**config.mk**
```make
export PLATFORM = sky130hd
export DESIGN_NAME = axil_cfg_master_flat
export DESIGN_NICKNAME = d
export VERILOG_FILES = /design/src/rtl/axil_pkg.sv /design/src/rtl/axil_cfg_master_if.sv /design/src/rtl/axil_watchdog.sv /design/src/rtl/axil_cfg_master.sv /design/src/flat_wrapper.sv
export SDC_FILE = /design/constraint.sdc
export NUM_CORES = 1
export LEC_CHECK = 0
export CORE_ASPECT_RATIO = 0.75
export CORE_MARGIN = 10
export CORE_UTILIZATION = 30
export CTS_CLUSTER_DIAMETER = 200
export DETAILED_ROUTE_END_ITERATION = 16
export SKIP_LAST_GASP = 1
export SLEW_MARGIN = 40
export SYNTH_ARGS = -nofsm -noshare
export SYNTH_HDL_FRONTEND = slang
export SYNTH_SLANG_ARGS = --single-unit
```
**constraint.sdc**
```tcl
create_clock -name clk -period 4.23 [get_ports clk]
set_input_delay 0.423 -clock clk [delete_from_list [all_inputs] [get_ports clk]]
set_output_delay 0.423 -clock clk [all_outputs]
set_load 0.05 [all_outputs]
```
**src/rtl/axil_pkg.sv**
```systemverilog
// rtl/axil_pkg.sv - shared AXI4-Lite types and constants for the config path
package axil_pkg;

    typedef enum logic [2:0] {
        ST_IDLE    = 3'd0,
        ST_WR_REQ  = 3'd1,
        ST_WR_RESP = 3'd2,
        ST_RD_REQ  = 3'd3,
        ST_RD_DATA = 3'd4,
        ST_RSP     = 3'd5
    } axil_state_e;

    localparam logic [1:0] RESP_OKAY   = 2'b00;
    localparam logic [1:0] RESP_SLVERR = 2'b10;
    localparam logic [1:0] RESP_DECERR = 2'b11;

    localparam logic [2:0] PROT_DEFAULT = 3'b000;

endpackage

```
**src/rtl/axil_cfg_master_if.sv**
```systemverilog
// rtl/axil_cfg_master_if.sv - AXI4-Lite bus bundle with master/slave views
interface axil_cfg_master_if #(
    parameter int AXI_DATA_WIDTH = 32,
    parameter int AXI_ADDR_WIDTH = 32
);
    logic                          awvalid;
    logic                          awready;
    logic [AXI_ADDR_WIDTH-1:0]     awaddr;
    logic [2:0]                    awprot;
    logic                          wvalid;
    logic                          wready;
    logic [AXI_DATA_WIDTH-1:0]     wdata;
    logic [AXI_DATA_WIDTH/8-1:0]   wstrb;
    logic                          bvalid;
    logic                          bready;
    logic [1:0]                    bresp;
    logic                          arvalid;
    logic                          arready;
    logic [AXI_ADDR_WIDTH-1:0]     araddr;
    logic [2:0]                    arprot;
    logic                          rvalid;
    logic                          rready;
    logic [AXI_DATA_WIDTH-1:0]     rdata;
    logic [1:0]                    rresp;

    modport master (
        output awvalid, awaddr, awprot, wvalid, wdata, wstrb, bready,
        output arvalid, araddr, arprot, rready,
        input  awready, wready, bvalid, bresp, arready, rvalid, rdata, rresp
    );

    modport slave (
        input  awvalid, awaddr, awprot, wvalid, wdata, wstrb, bready,
        input  arvalid, araddr, arprot, rready,
        output awready, wready, bvalid, bresp, arready, rvalid, rdata, rresp
    );
endinterface

```
**src/rtl/axil_watchdog.sv**
```systemverilog
// rtl/axil_watchdog.sv - saturating wait counter with sticky expiry flag
module axil_watchdog #(
    parameter int TIMEOUT_W = 16
) (
    input  logic                 clk,
    input  logic                 rst_n,
    input  logic                 clear,
    input  logic                 enable,
    input  logic [TIMEOUT_W-1:0] limit,
    output logic                 expired
);
    logic [TIMEOUT_W-1:0] count;
    logic [TIMEOUT_W-1:0] count_inc;
    logic                 can_inc;
    logic                 hit;

    // Flag the limit on the same edge the counter reaches it; a zero limit never fires.
    always_comb begin
        count_inc = count + TIMEOUT_W'(1);
        can_inc   = enable && !clear && (count != '1);
        hit       = can_inc && (limit != '0) && (count_inc == limit);
    end

    // Counter restarts on every state entry and sticks at all-ones.
    always_ff @(posedge clk or negedge rst_n) begin
        if (!rst_n) begin
            count <= '0;
        end else if (clear) begin
            count <= '0;
        end else if (can_inc) begin
            count <= count_inc;
        end
    end

    // Expiry is sticky until reset; the transaction itself keeps waiting.
    always_ff @(posedge clk or negedge rst_n) begin
        if (!rst_n) begin
            expired <= 1'b0;
        end else if (hit) begin
            expired <= 1'b1;
        end
    end
endmodule

```
**src/rtl/axil_cfg_master.sv**
```systemverilog
// rtl/axil_cfg_master.sv - single-outstanding AXI4-Lite master behind a cmd/rsp handshake
module axil_cfg_master
    import axil_pkg::*;
#(
    parameter int AXI_DATA_WIDTH = 32,
    parameter int AXI_ADDR_WIDTH = 32,
    parameter int TIMEOUT_W      = 16
) (
    input  logic                      clk,
    input  logic                      rst_n,
    input  logic                      cmd_valid,
    output logic                      cmd_ready,
    input  logic                      cmd_wr,
    input  logic [AXI_ADDR_WIDTH-1:0] cmd_addr,
    input  logic [AXI_DATA_WIDTH-1:0] cmd_wdata,
    output logic                      rsp_valid,
    input  logic                      rsp_ready,
    output logic [AXI_DATA_WIDTH-1:0] rsp_rdata,
    output logic [1:0]                rsp_resp,
    output logic                      busy,
    input  logic [TIMEOUT_W-1:0]      timeout_cycles,
    output logic                      err_timeout,
    axil_cfg_master_if.master         m_axi
);
    axil_state_e               state;
    axil_state_e               state_next;
    logic                      started;
    logic                      aw_done;
    logic                      w_done;
    logic                      aw_hs;
    logic                      w_hs;
    logic                      accept;
    logic                      wait_state;
    logic [AXI_ADDR_WIDTH-1:0] addr_q;
    logic [AXI_DATA_WIDTH-1:0] wdata_q;

    // State register.
    always_ff @(posedge clk or negedge rst_n) begin
        if (!rst_n) begin
            state <= ST_IDLE;
        end else begin
            state <= state_next;
        end
    end

    // Next state and all state-decoded handshake outputs.
    always_comb begin
        state_next    = state;
        cmd_ready     = 1'b0;
        rsp_valid     = 1'b0;
        busy          = (state != ST_IDLE);
        accept        = 1'b0;
        aw_hs         = 1'b0;
        w_hs          = 1'b0;
        wait_state    = 1'b0;
        m_axi.awvalid = 1'b0;
        m_axi.wvalid  = 1'b0;
        m_axi.bready  = 1'b0;
        m_axi.arvalid = 1'b0;
        m_axi.rready  = 1'b0;
        m_axi.awaddr  = addr_q & ~AXI_ADDR_WIDTH'(3);
        m_axi.araddr  = addr_q & ~AXI_ADDR_WIDTH'(3);
        m_axi.awprot  = PROT_DEFAULT;
        m_axi.arprot  = PROT_DEFAULT;
        m_axi.wdata   = wdata_q;
        m_axi.wstrb   = '1;
        case (state)
            ST_IDLE: begin
                cmd_ready = started;
                accept    = started && cmd_valid;
                if (accept) begin
                    state_next = cmd_wr ? ST_WR_REQ : ST_RD_REQ;
                end
            end
            ST_WR_REQ: begin
                wait_state    = 1'b1;
                m_axi.awvalid = !aw_done;
                m_axi.wvalid  = !w_done;
                aw_hs         = !aw_done && m_axi.awready;
                w_hs          = !w_done && m_axi.wready;
                if ((aw_done || aw_hs) && (w_done || w_hs)) begin
                    state_next = ST_WR_RESP;
                end
            end
            ST_WR_RESP: begin
                wait_state   = 1'b1;
                m_axi.bready = 1'b1;
                if (m_axi.bvalid) begin
                    state_next = ST_RSP;
                end
            end
            ST_RD_REQ: begin
                wait_state    = 1'b1;
                m_axi.arvalid = 1'b1;
                if (m_axi.arready) begin
                    state_next = ST_RD_DATA;
                end
            end
            ST_RD_DATA: begin
                wait_state   = 1'b1;
                m_axi.rready = 1'b1;
                if (m_axi.rvalid) begin
                    state_next = ST_RSP;
                end
            end
            ST_RSP: begin
                rsp_valid = 1'b1;
                if (rsp_ready) begin
                    state_next = ST_IDLE;
                end
            end
            default: state_next = ST_IDLE;
        endcase
    end

    // Command capture, per-channel write completion and response capture.
    always_ff @(posedge clk or negedge rst_n) begin
        if (!rst_n) begin
            started   <= 1'b0;
            addr_q    <= '0;
            wdata_q   <= '0;
            aw_done   <= 1'b0;
            w_done    <= 1'b0;
            rsp_rdata <= '0;
            rsp_resp  <= RESP_OKAY;
        end else begin
            started <= 1'b1;
            if (accept) begin
                addr_q  <= cmd_addr;
                wdata_q <= cmd_wdata;
                aw_done <= 1'b0;
                w_done  <= 1'b0;
            end else begin
                if (aw_hs) aw_done <= 1'b1;
                if (w_hs)  w_done  <= 1'b1;
            end
            if (state == ST_WR_RESP && m_axi.bvalid) begin
                rsp_rdata <= '0;
                rsp_resp  <= m_axi.bresp;
            end
            if (state == ST_RD_DATA && m_axi.rvalid) begin
                rsp_rdata <= m_axi.rdata;
                rsp_resp  <= m_axi.rresp;
            end
        end
    end

    axil_watchdog #(
        .TIMEOUT_W (TIMEOUT_W)
    ) u_watchdog (
        .clk     (clk),
        .rst_n   (rst_n),
        .clear   (state_next != state),
        .enable  (wait_state),
        .limit   (timeout_cycles),
        .expired (err_timeout)
    );
endmodule
```
**src/flat_wrapper.sv**
```systemverilog
// flat-port wrapper written by rule: the top's interface ports become plain ports
module axil_cfg_master_flat import axil_pkg::*;
#(
    parameter int AXI_DATA_WIDTH = 32,
    parameter int AXI_ADDR_WIDTH = 32,
    parameter int TIMEOUT_W      = 16
)
  (clk, rst_n, cmd_valid, cmd_ready, cmd_wr, cmd_addr, cmd_wdata, rsp_valid, rsp_ready, rsp_rdata, rsp_resp, busy, timeout_cycles, err_timeout, m_axi_awvalid, m_axi_awaddr, m_axi_awprot, m_axi_wvalid, m_axi_wdata, m_axi_wstrb, m_axi_bready, m_axi_arvalid, m_axi_araddr, m_axi_arprot, m_axi_rready, m_axi_awready, m_axi_wready, m_axi_bvalid, m_axi_bresp, m_axi_arready, m_axi_rvalid, m_axi_rdata, m_axi_rresp);
  axil_cfg_master_if #(.AXI_DATA_WIDTH(AXI_DATA_WIDTH), .AXI_ADDR_WIDTH(AXI_ADDR_WIDTH)) m_axi_i ();
  input  logic clk;
  input  logic rst_n;
  input  logic cmd_valid;
  output logic cmd_ready;
  input  logic cmd_wr;
  input  logic [AXI_ADDR_WIDTH-1:0] cmd_addr;
  input  logic [AXI_DATA_WIDTH-1:0] cmd_wdata;
  output logic rsp_valid;
  input  logic rsp_ready;
  output logic [AXI_DATA_WIDTH-1:0] rsp_rdata;
  output logic [1:0] rsp_resp;
  output logic busy;
  input  logic [TIMEOUT_W-1:0] timeout_cycles;
  output logic err_timeout;
  output wire logic [$bits(m_axi_i.awvalid)-1:0] m_axi_awvalid;
  output wire logic [$bits(m_axi_i.awaddr)-1:0] m_axi_awaddr;
  output wire logic [$bits(m_axi_i.awprot)-1:0] m_axi_awprot;
  output wire logic [$bits(m_axi_i.wvalid)-1:0] m_axi_wvalid;
  output wire logic [$bits(m_axi_i.wdata)-1:0] m_axi_wdata;
  output wire logic [$bits(m_axi_i.wstrb)-1:0] m_axi_wstrb;
  output wire logic [$bits(m_axi_i.bready)-1:0] m_axi_bready;
  output wire logic [$bits(m_axi_i.arvalid)-1:0] m_axi_arvalid;
  output wire logic [$bits(m_axi_i.araddr)-1:0] m_axi_araddr;
  output wire logic [$bits(m_axi_i.arprot)-1:0] m_axi_arprot;
  output wire logic [$bits(m_axi_i.rready)-1:0] m_axi_rready;
  input wire logic [$bits(m_axi_i.awready)-1:0] m_axi_awready;
  input wire logic [$bits(m_axi_i.wready)-1:0] m_axi_wready;
  input wire logic [$bits(m_axi_i.bvalid)-1:0] m_axi_bvalid;
  input wire logic [$bits(m_axi_i.bresp)-1:0] m_axi_bresp;
  input wire logic [$bits(m_axi_i.arready)-1:0] m_axi_arready;
  input wire logic [$bits(m_axi_i.rvalid)-1:0] m_axi_rvalid;
  input wire logic [$bits(m_axi_i.rdata)-1:0] m_axi_rdata;
  input wire logic [$bits(m_axi_i.rresp)-1:0] m_axi_rresp;
  assign m_axi_awvalid = m_axi_i.awvalid;
  assign m_axi_awaddr = m_axi_i.awaddr;
  assign m_axi_awprot = m_axi_i.awprot;
  assign m_axi_wvalid = m_axi_i.wvalid;
  assign m_axi_wdata = m_axi_i.wdata;
  assign m_axi_wstrb = m_axi_i.wstrb;
  assign m_axi_bready = m_axi_i.bready;
  assign m_axi_arvalid = m_axi_i.arvalid;
  assign m_axi_araddr = m_axi_i.araddr;
  assign m_axi_arprot = m_axi_i.arprot;
  assign m_axi_rready = m_axi_i.rready;
  assign m_axi_i.awready = m_axi_awready;
  assign m_axi_i.wready = m_axi_wready;
  assign m_axi_i.bvalid = m_axi_bvalid;
  assign m_axi_i.bresp = m_axi_bresp;
  assign m_axi_i.arready = m_axi_arready;
  assign m_axi_i.rvalid = m_axi_rvalid;
  assign m_axi_i.rdata = m_axi_rdata;
  assign m_axi_i.rresp = m_axi_rresp;
  axil_cfg_master #(.AXI_DATA_WIDTH(AXI_DATA_WIDTH), .AXI_ADDR_WIDTH(AXI_ADDR_WIDTH), .TIMEOUT_W(TIMEOUT_W)) u_core (.clk(clk), .rst_n(rst_n), .cmd_valid(cmd_valid), .cmd_ready(cmd_ready), .cmd_wr(cmd_wr), .cmd_addr(cmd_addr), .cmd_wdata(cmd_wdata), .rsp_valid(rsp_valid), .rsp_ready(rsp_ready), .rsp_rdata(rsp_rdata), .rsp_resp(rsp_resp), .busy(busy), .timeout_cycles(timeout_cycles), .err_timeout(err_timeout), .m_axi(m_axi_i));
endmodule
```
==> metrics.md, run 1 <==
| Metric | Value |
|---|---|
| Wl on met1 | between 8 and 9 mm |
| Synth area leaders | dfrtp_1 (53%), nand2_1 (14%), buf_4 (5.9%), a22o_1 (5.0%), xnor2_1 (2.8%) |
| Status | finished, final reports clean |
| Setup bufs post-CTS | 0 |
| Synth area leader | dfrtp_1 |
| Yosys top cell area share | 0.528 |
| Critical Path Fanout Max | 11 |
| Final worst slack | approximately 1.3 ns |
| WP depth | 3 |
| Synthesized area per cell | between 9 and 10 um^2 |
| Initial antenna violation count | 0 |
| Met2 Wirelength | between 8 and 9 mm |
| Worst slew margin | 0.578 |
| P per Cell Area | between 800 and 900 mW/mm^2 |
| Starting Density | 0.306 |
| Crit. End Element | primary output |
| Post_cts resized | 0 |
| Post-synth top flop | dfrtp_1 |
| Clk slew on worst S/H paths | around 0.06 ns |
| Area growth syn-to-layout | 55.5% |
| Tot GR Track Use | 0.151 |
| Die area | approximately 0.025 mm^2 |
| Drt wl/cell | about 17 um |
| Pre-CTS setup slack | between 1.5 and 2 ns |
| Final Cell Area | 0.00877 mm^2 |
| Synth async-reset ratio | 1.00 |
| Total number of yosys warnings | 0 |
| Seq pwr share | 0.246 |
| Final Skew | approximately 0.010 ns |
| Required @ worst endpoint | 3.81 ns |
| Met3 wire len | between 2 and 2.5 mm |
| Slew at the pin with the worst max-slew slack | 0.630 ns |
| Area of the multi-input gates | 0.00222 mm^2 |
| Worst-path cell chain | nor3_1 > and2_1 > clkdlybuf4s50_1 |
| DRC Markers | 0 |
| Vias in the first global route | 4941 |
| Most frequent cell after synthesis | nand2_1 |
| N_diodes | 0 |
| Combinational power share | 0.567 |
| Peak Freq | between 300 and 400 MHz |
| Routed Antenna Nets | 0 |
| FP Rows | 43 |
| Kind of critical path | flip-flop to primary output |
| Crit-path max cell delay | 0.89 ns |
| Tcrit/Tclk final | 0.693 |
| Grt ovf | 0 |
| Placed Area | about 0.0082 mm^2 |
| Port bufs | 258 |
| Clock root cell | clkbuf_16 |
| P_leak | approximately 3.9 nW |
| Design Power | around 0.0078 W |
| Max Used Layer | met4 |
| Core area | ~0.018 mm^2 |
| Clock net sink count | ~120 |
| Netlist cell types | 51 |
| Max-cap violations | 0 |
| Int Pwr | 0.00389 W |
| FF/Latch Area | about 0.0030 mm^2 |
| R2R cell count | 9 |
| Num CTS Buffers | 17 |
| Hold crit path type | flip-flop to flip-flop |
| Final #Nets | about 950 |
| Setup TNS | 0 ns |
| Clock Path Buffers | 2 |
| Clock power share | 0.187 |
| First-pass GRT wire length | 29.2 mm |
| CTS tree | done |
| Slowest CP cell | clkdlybuf4s50_1 |
| Die X | between 150 and 200 um |
| Buf/Inv on CP | 1 |
| Htree depth | 4 |
| Post-synthesis sequential element count | around 120 |
| Gpl congestion | between 0.8 and 0.9 |
| Via count | approximately 4900 |
| Pin count of the biggest net entering global routing | 63 |
| Post-layout minimum cycle time | between 2 and 3 ns |
| RSZ-0062 raised after global routing | no |
| Hold Path Depth | 2 |
| Boundary pin count | between 200 and 300 |
| DP Wirelength | roughly 14 mm |
| Max Slew Vio Count | 0 |
| Routed vias/inst | between 4 and 5 |
| Seq/Total Area, Yosys | 0.528 |
| Most frequent cells after synthesis | nand2_1 (209), dfrtp_1 (119), buf_4 (44) |
| Clk_lat worst skew | between 0.4 and 0.5 ns |
| Sw frac | 0.500 |
| Drt first-iter violations | around 320 |
| Die H | roughly 140 um |
| Cell count after synthesis | 604 |
| Worst path top cell family by delay | buffers and inverters |
| Critical path startpoint category | flip-flop |
| Synthesized cell area | around 0.0056 mm^2 |
| Post-Route WL | 18.7 mm |
| Drt first pass iters | 4 |
| Endpoints failing hold | 0 |
| Highest ir drop seen on vdd | between 0.0004 and 0.0005 V |
| CP arrival | 2.51 ns |
| Hold-fix buffers at CTS | 0 |
| Fill cells | roughly 1700 |
| Endpoints failing setup | 0 |
| Number of synthesized flops with an enable pin | 0 |
| Layout cells sized above 1 | 0.0644 |
| P_sw | approximately 0.0039 W |
[cell usage in the layout, fill, tap and decap left out, types with 5 or more instances in the layout]
cell type | synthesis | routed
nand2b_1 | 5 | 5
nor3_1 | 6 | 6
buf_4 | 44 | 5
clkdlybuf4s50_1 | 0 | 257
nor4_1 | 6 | 6
conb_1 | 2 | 15
clkbuf_16 | 0 | 17
inv_1 | 5 | 5
dfrtp_1 | 119 | 119
nand2_1 | 209 | 208
nor2_1 | 38 | 38
nand4_1 | 5 | 5
xor2_1 | 15 | 15
a21oi_1 | 9 | 9
a22o_1 | 32 | 32
o21ai_0 | 6 | 6
xnor2_1 | 18 | 18
nand3_1 | 9 | 9
[metrics by stage]
step	cells	hold slack, ns	util
5_1_grt	1086	0.489	0.475
3_5_place_dp	1053	0.461	0.442
6_report	1086	0.471	0.475
3_3_place_gp	1053	0.457	0.442
4_1_cts	1085	0.0888	0.474
2_1_floorplan	617	0.127	-
[flip-flops by register name, indices dropped and copies added (netlist names)]
name	flops
u_core.rsp_rdata	32
u_core.u_watchdog.expired	1
u_core.aw_done	1
u_core.rsp_resp	2
u_core.m_axi.wdata	32
u_core.w_done	1
u_core.state	3
u_core.started	1
u_core.u_watchdog.count	16
u_core.addr_q	30
[final timing paths]
path	start	to	slack [ns]
worst max-delay path	u_core.state[1]$_DFF_PN0_	cmd_ready	1.30
worst min register to register	u_core.m_axi.wdata[16]$_DFFE_PN0P_	u_core.m_axi.wdata[16]$_DFFE_PN0P_	0.47
max in group asynchronous	rst_n	u_core.u_watchdog.count[9]$_DFFE_PN0P_	2.90
min in group asynchronous	rst_n	u_core.m_axi.wdata[25]$_DFFE_PN0P_	0.53
worst min-delay path	u_core.m_axi.wdata[16]$_DFFE_PN0P_	u_core.m_axi.wdata[16]$_DFFE_PN0P_	0.47
worst max register to register	u_core.state[1]$_DFF_PN0_	u_core.u_watchdog.expired$_DFFE_PN0P_	1.69
[power groups by stage]
stage               clock network, W  registers [W]  logic, W
global route                 0.00156        0.00199   0.00465
detailed placement                 0        0.00192   0.00447
floorplan                          0        0.00331   0.00164
CTS                          0.00149        0.00192   0.00447
finish                       0.00146        0.00192   0.00441
global placement                   0        0.00192   0.00445
[kinds of logic after synthesis]
logic type / after synthesis / share of synthesized area
AO/OA/AOI/OAI: 65 / 0.0905
AND/OR/NAND/NOR: 299 / 0.227
adder cells (fa/ha/maj): 1 / 0.00222
buffers and inverters: 80 / 0.0894
flip-flops: 119 / 0.528
other: 2 / 0.00133
multiplexers: 5 / 0.00954
XOR/XNOR: 33 / 0.0513
[worst min-delay path, cell delays in order (launching register included)]
cell and delay (ns):
dfrtp_1 0.34, nand2_1 0.05, nand2_1 0.05
[cell type report]
type | instances | area share
sequential | 119 | 0.340
timing repair buffer | 265 | 0.302
multi-input combinational | 418 | 0.253
clock buffer | 19 | 0.0505
tap | 247 | 0.0353
clock inverter | 13 | 0.0168
inverter | 5 | 0.00214
[metal layers]
metal	up-vias	GRT usage
li1	2369	-
met1	2315	0.191
met2	184	0.212
met3	17	0.0833
met4	0	0.0478
met5	-	0
Note: power is estimated with default switching activity, not from simulation.
==> run 2, diff against run 1 <==
==> constraint.sdc (replaced) <==
create_clock -name clk -period 2.44 [get_ports clk]
set_input_delay 0.244 -clock clk [delete_from_list [all_inputs] [get_ports clk]]
set_output_delay 0.244 -clock clk [all_outputs]
set_load 0.05 [all_outputs]
==> run 2 against run 1 <==
Register-to-register slack lost 1.4 ns. Sequential share of layout area is 0.17 points lower. Non-clock buffer count grew 4. Global-route usage increased by 0.23 points. Via count fell by 0.70%. Wire length is 0.67% higher. Clock power up 65%. Clock-buffer cell count did not move. Combinational power is 76% higher. Largest cell class unchanged.
==> metrics.md, run 2 (synthesized netlist as in run 1, its figures left out) <==
| Metric | Value |
|---|---|
| Pin count of the biggest net entering global routing | 65 (was 63) |
| Drt first pass iters | 4 (unchanged) |
| Worst slew margin | 0.610 (was 0.578) |
| Clk_lat worst skew | 0.42 ns (was 0.41 ns) |
| Worst Setup EP | m_axi_rready (was cmd_ready) |
| CP arrival | 2.04 ns (was 2.51 ns) |
| Fin cells | 1090 (was 1086) |
| Required @ worst endpoint | 2.20 ns (was 3.81 ns) |
| Critical path startpoint category | flip-flop (unchanged) |
| FP Rows | 43 (unchanged) |
| Pre-CTS setup slack | 0.279 ns (was 1.53 ns) |
| Endpoints failing hold | 0 (unchanged) |
| Post-Route WL | 18.9 mm (was 18.7 mm) |
| Setup bufs post-CTS | 0 (unchanged) |
| Final Cell Area | 0.00881 mm^2 (was 0.00877 mm^2) |
| Clock net sink count | 119 (unchanged) |
| Clock root cell | clkbuf_16 (unchanged) |
| Routed Antenna Nets | 0 (unchanged) |
| Reg2reg start | u_core.u_watchdog.count[0]$_DFFE_PN0P_ (was u_core.state[1]$_DFF_PN0_) |
| Initial antenna violation count | 0 (unchanged) |
| Final Skew | 0.0158 ns (was 0.0104 ns) |
| RSZ-0062 raised after global routing | no (unchanged) |
| Slew at the pin with the worst max-slew slack | 0.583 ns (was 0.630 ns) |
| Htree depth | 4 (unchanged) |
| Tot GR Track Use | 0.153 (was 0.151) |
| Endpoints failing setup | 0 (unchanged) |
| Die H | 139 um (unchanged) |
| Crit. End Element | primary output (unchanged) |
| Die X | 178 um (unchanged) |
| Hold crit path type | primary input to async pin (was flip-flop to flip-flop) |
| P_leak | 3.99 nW (was 3.94 nW) |
| Most frequent cells in the layout | clkdlybuf4s50_1 (250), nand2_1 (208), dfrtp_1 (119), nor2_1 (38), a22o_1 (32) (was clkdlybuf4s50_1 (257), nand2_1 (208), dfrtp_1 (119), nor2_1 (38), a22o_1 (32)) |
| Boundary pin count | 275 (unchanged) |
| Worst r2r dst | u_core.u_watchdog.expired$_DFFE_PN0P_ (unchanged) |
| Kind of critical path | flip-flop to primary output (unchanged) |
| DP Wirelength | 14.1 mm (was 13.9 mm) |
| Starting Density | 0.306 (unchanged) |
| Max-cap violations | 0 (unchanged) |
| Critical path startpoint | u_core.state[1]$_DFF_PN0_ (unchanged) |
| Setup TNS | 0 ns (unchanged) |
| P per Cell Area | 1530 mW/mm^2 (was 889 mW/mm^2) |
| Fill cells | 1764 (was 1747) |
| Via count | 4851 (was 4885) |
| Clock Path Buffers | 2 (unchanged) |
| Critical Path Fanout Max | 11 (unchanged) |
| # placed instances | 1057 (was 1053) |
| Drt wl/cell | 17.3 um (was 17.2 um) |
| Reg2Reg Setup Slack | 0.27 ns (was 1.69 ns) |
| Commonest non-fill, non-tap cell in the layout | clkdlybuf4s50_1 (unchanged) |
| First-pass GRT wire length | 29.8 mm (was 29.2 mm) |
| Gpl congestion | 0.798 (was 0.806) |
| Drt first-iter violations | 318 (unchanged) |
| DRC Markers | 0 (unchanged) |
| R2R cell count | 7 (was 9) |
| Routed vias/inst | 4.45 (was 4.50) |
| Highest ir drop seen on vdd | 0.000859 V (was 0.000444 V) |
| Clk slew on worst S/H paths | 0.06 ns (about the same) |
| N_diodes | 0 (unchanged) |
| Layout cells sized above 1 | 0.0771 (was 0.0644) |
| Post-layout minimum cycle time | 2.28 ns |
| Final worst slack | 0.155 ns (was 1.30 ns) |
| Final #Nets | 957 (was 953) |
| Num CTS Buffers | 17 (unchanged) |
| Die area | 0.0247 mm^2 (unchanged) |
| Tcrit/Tclk final | 0.936 |
| Core area | 0.0185 mm^2 (unchanged) |
| Status | finished, final reports clean (unchanged) |
| Area growth syn-to-layout | 56.3% (was 55.5%) |
| Grt ovf | 0 (unchanged) |
| CTS tree | done (unchanged) |
| Vias in the first global route | 5033 (was 4941) |
| Placed Area | 0.00822 mm^2 (was 0.00816 mm^2) |
| Port bufs | 258 (unchanged) |
| Max Slew Vio Count | 0 (unchanged) |
| Peak Freq | approximately 440 MHz |
| Min Hold Slack | 0.291 ns (was 0.471 ns) |
## run 2: repair_timing
action / 4_1_cts / 5_1_grt
endpoints found under the setup margin: 0 / 1
endpoints found under the hold margin: 25 / 0
hold buffers: 1 / 0
resized for setup: 0 / 1
## run 2: cell type report
type | count | area [um^2] | area share
well taps | 247 | 309 | 0.0351
repair buffers | 269 | 2720 | 0.308
multi-input cells | 418 | 2210 | 0.251
clock inverters | 13 | 123 | 0.0139
inverters | 5 | 18.8 | 0.00213
clock buffers | 19 | 453 | 0.0514
flip-flops and latches | 119 | 2980 | 0.338
## run 2: worst max-delay path, cell delays in order (launching register included)
cell	delay, ns
dfrtp_1	0.49
nor2_2	0.20
and2_1	0.14
clkdlybuf4s50_1	0.81
## run 2: worst min path at each step
stage	to	slack [ns]
finish	u_core.m_axi.wdata[28]$_DFFE_PN0P_	0.29
global route	u_core.m_axi.wdata[28]$_DFFE_PN0P_	0.32
CTS	u_core.addr_q[2]$_DFFE_PN0P_	0.29
detailed placement	u_core.m_axi.wdata[28]$_DFFE_PN0P_	0.19
global placement	u_core.m_axi.wdata[28]$_DFFE_PN0P_	0.19
floorplan	u_core.addr_q[10]$_DFFE_PN0P_	-0.05
## run 2: power breakdown
group | internal, W | switching (W)
registers | 0.00276 | 0.000565
logic | 0.00251 | 0.00523
clock network | 0.00146 | 0.000951
total | 0.00673 | 0.00675
## run 2: stage by stage
step | power, W | util
after floorplan | 0.00858 | -
after global placement | 0.0111 | 0.445
after detailed placement | 0.0112 | 0.445
after CTS | 0.0137 | 0.477
after global routing | 0.0142 | 0.477
final | 0.0135 | 0.477
## run 2: metal layers
metal,routed length (um),global-route usage
met1,8380,0.197
met2,8050,0.219
met3,2280,0.0827
met4,148,0.0365
met5,0,0
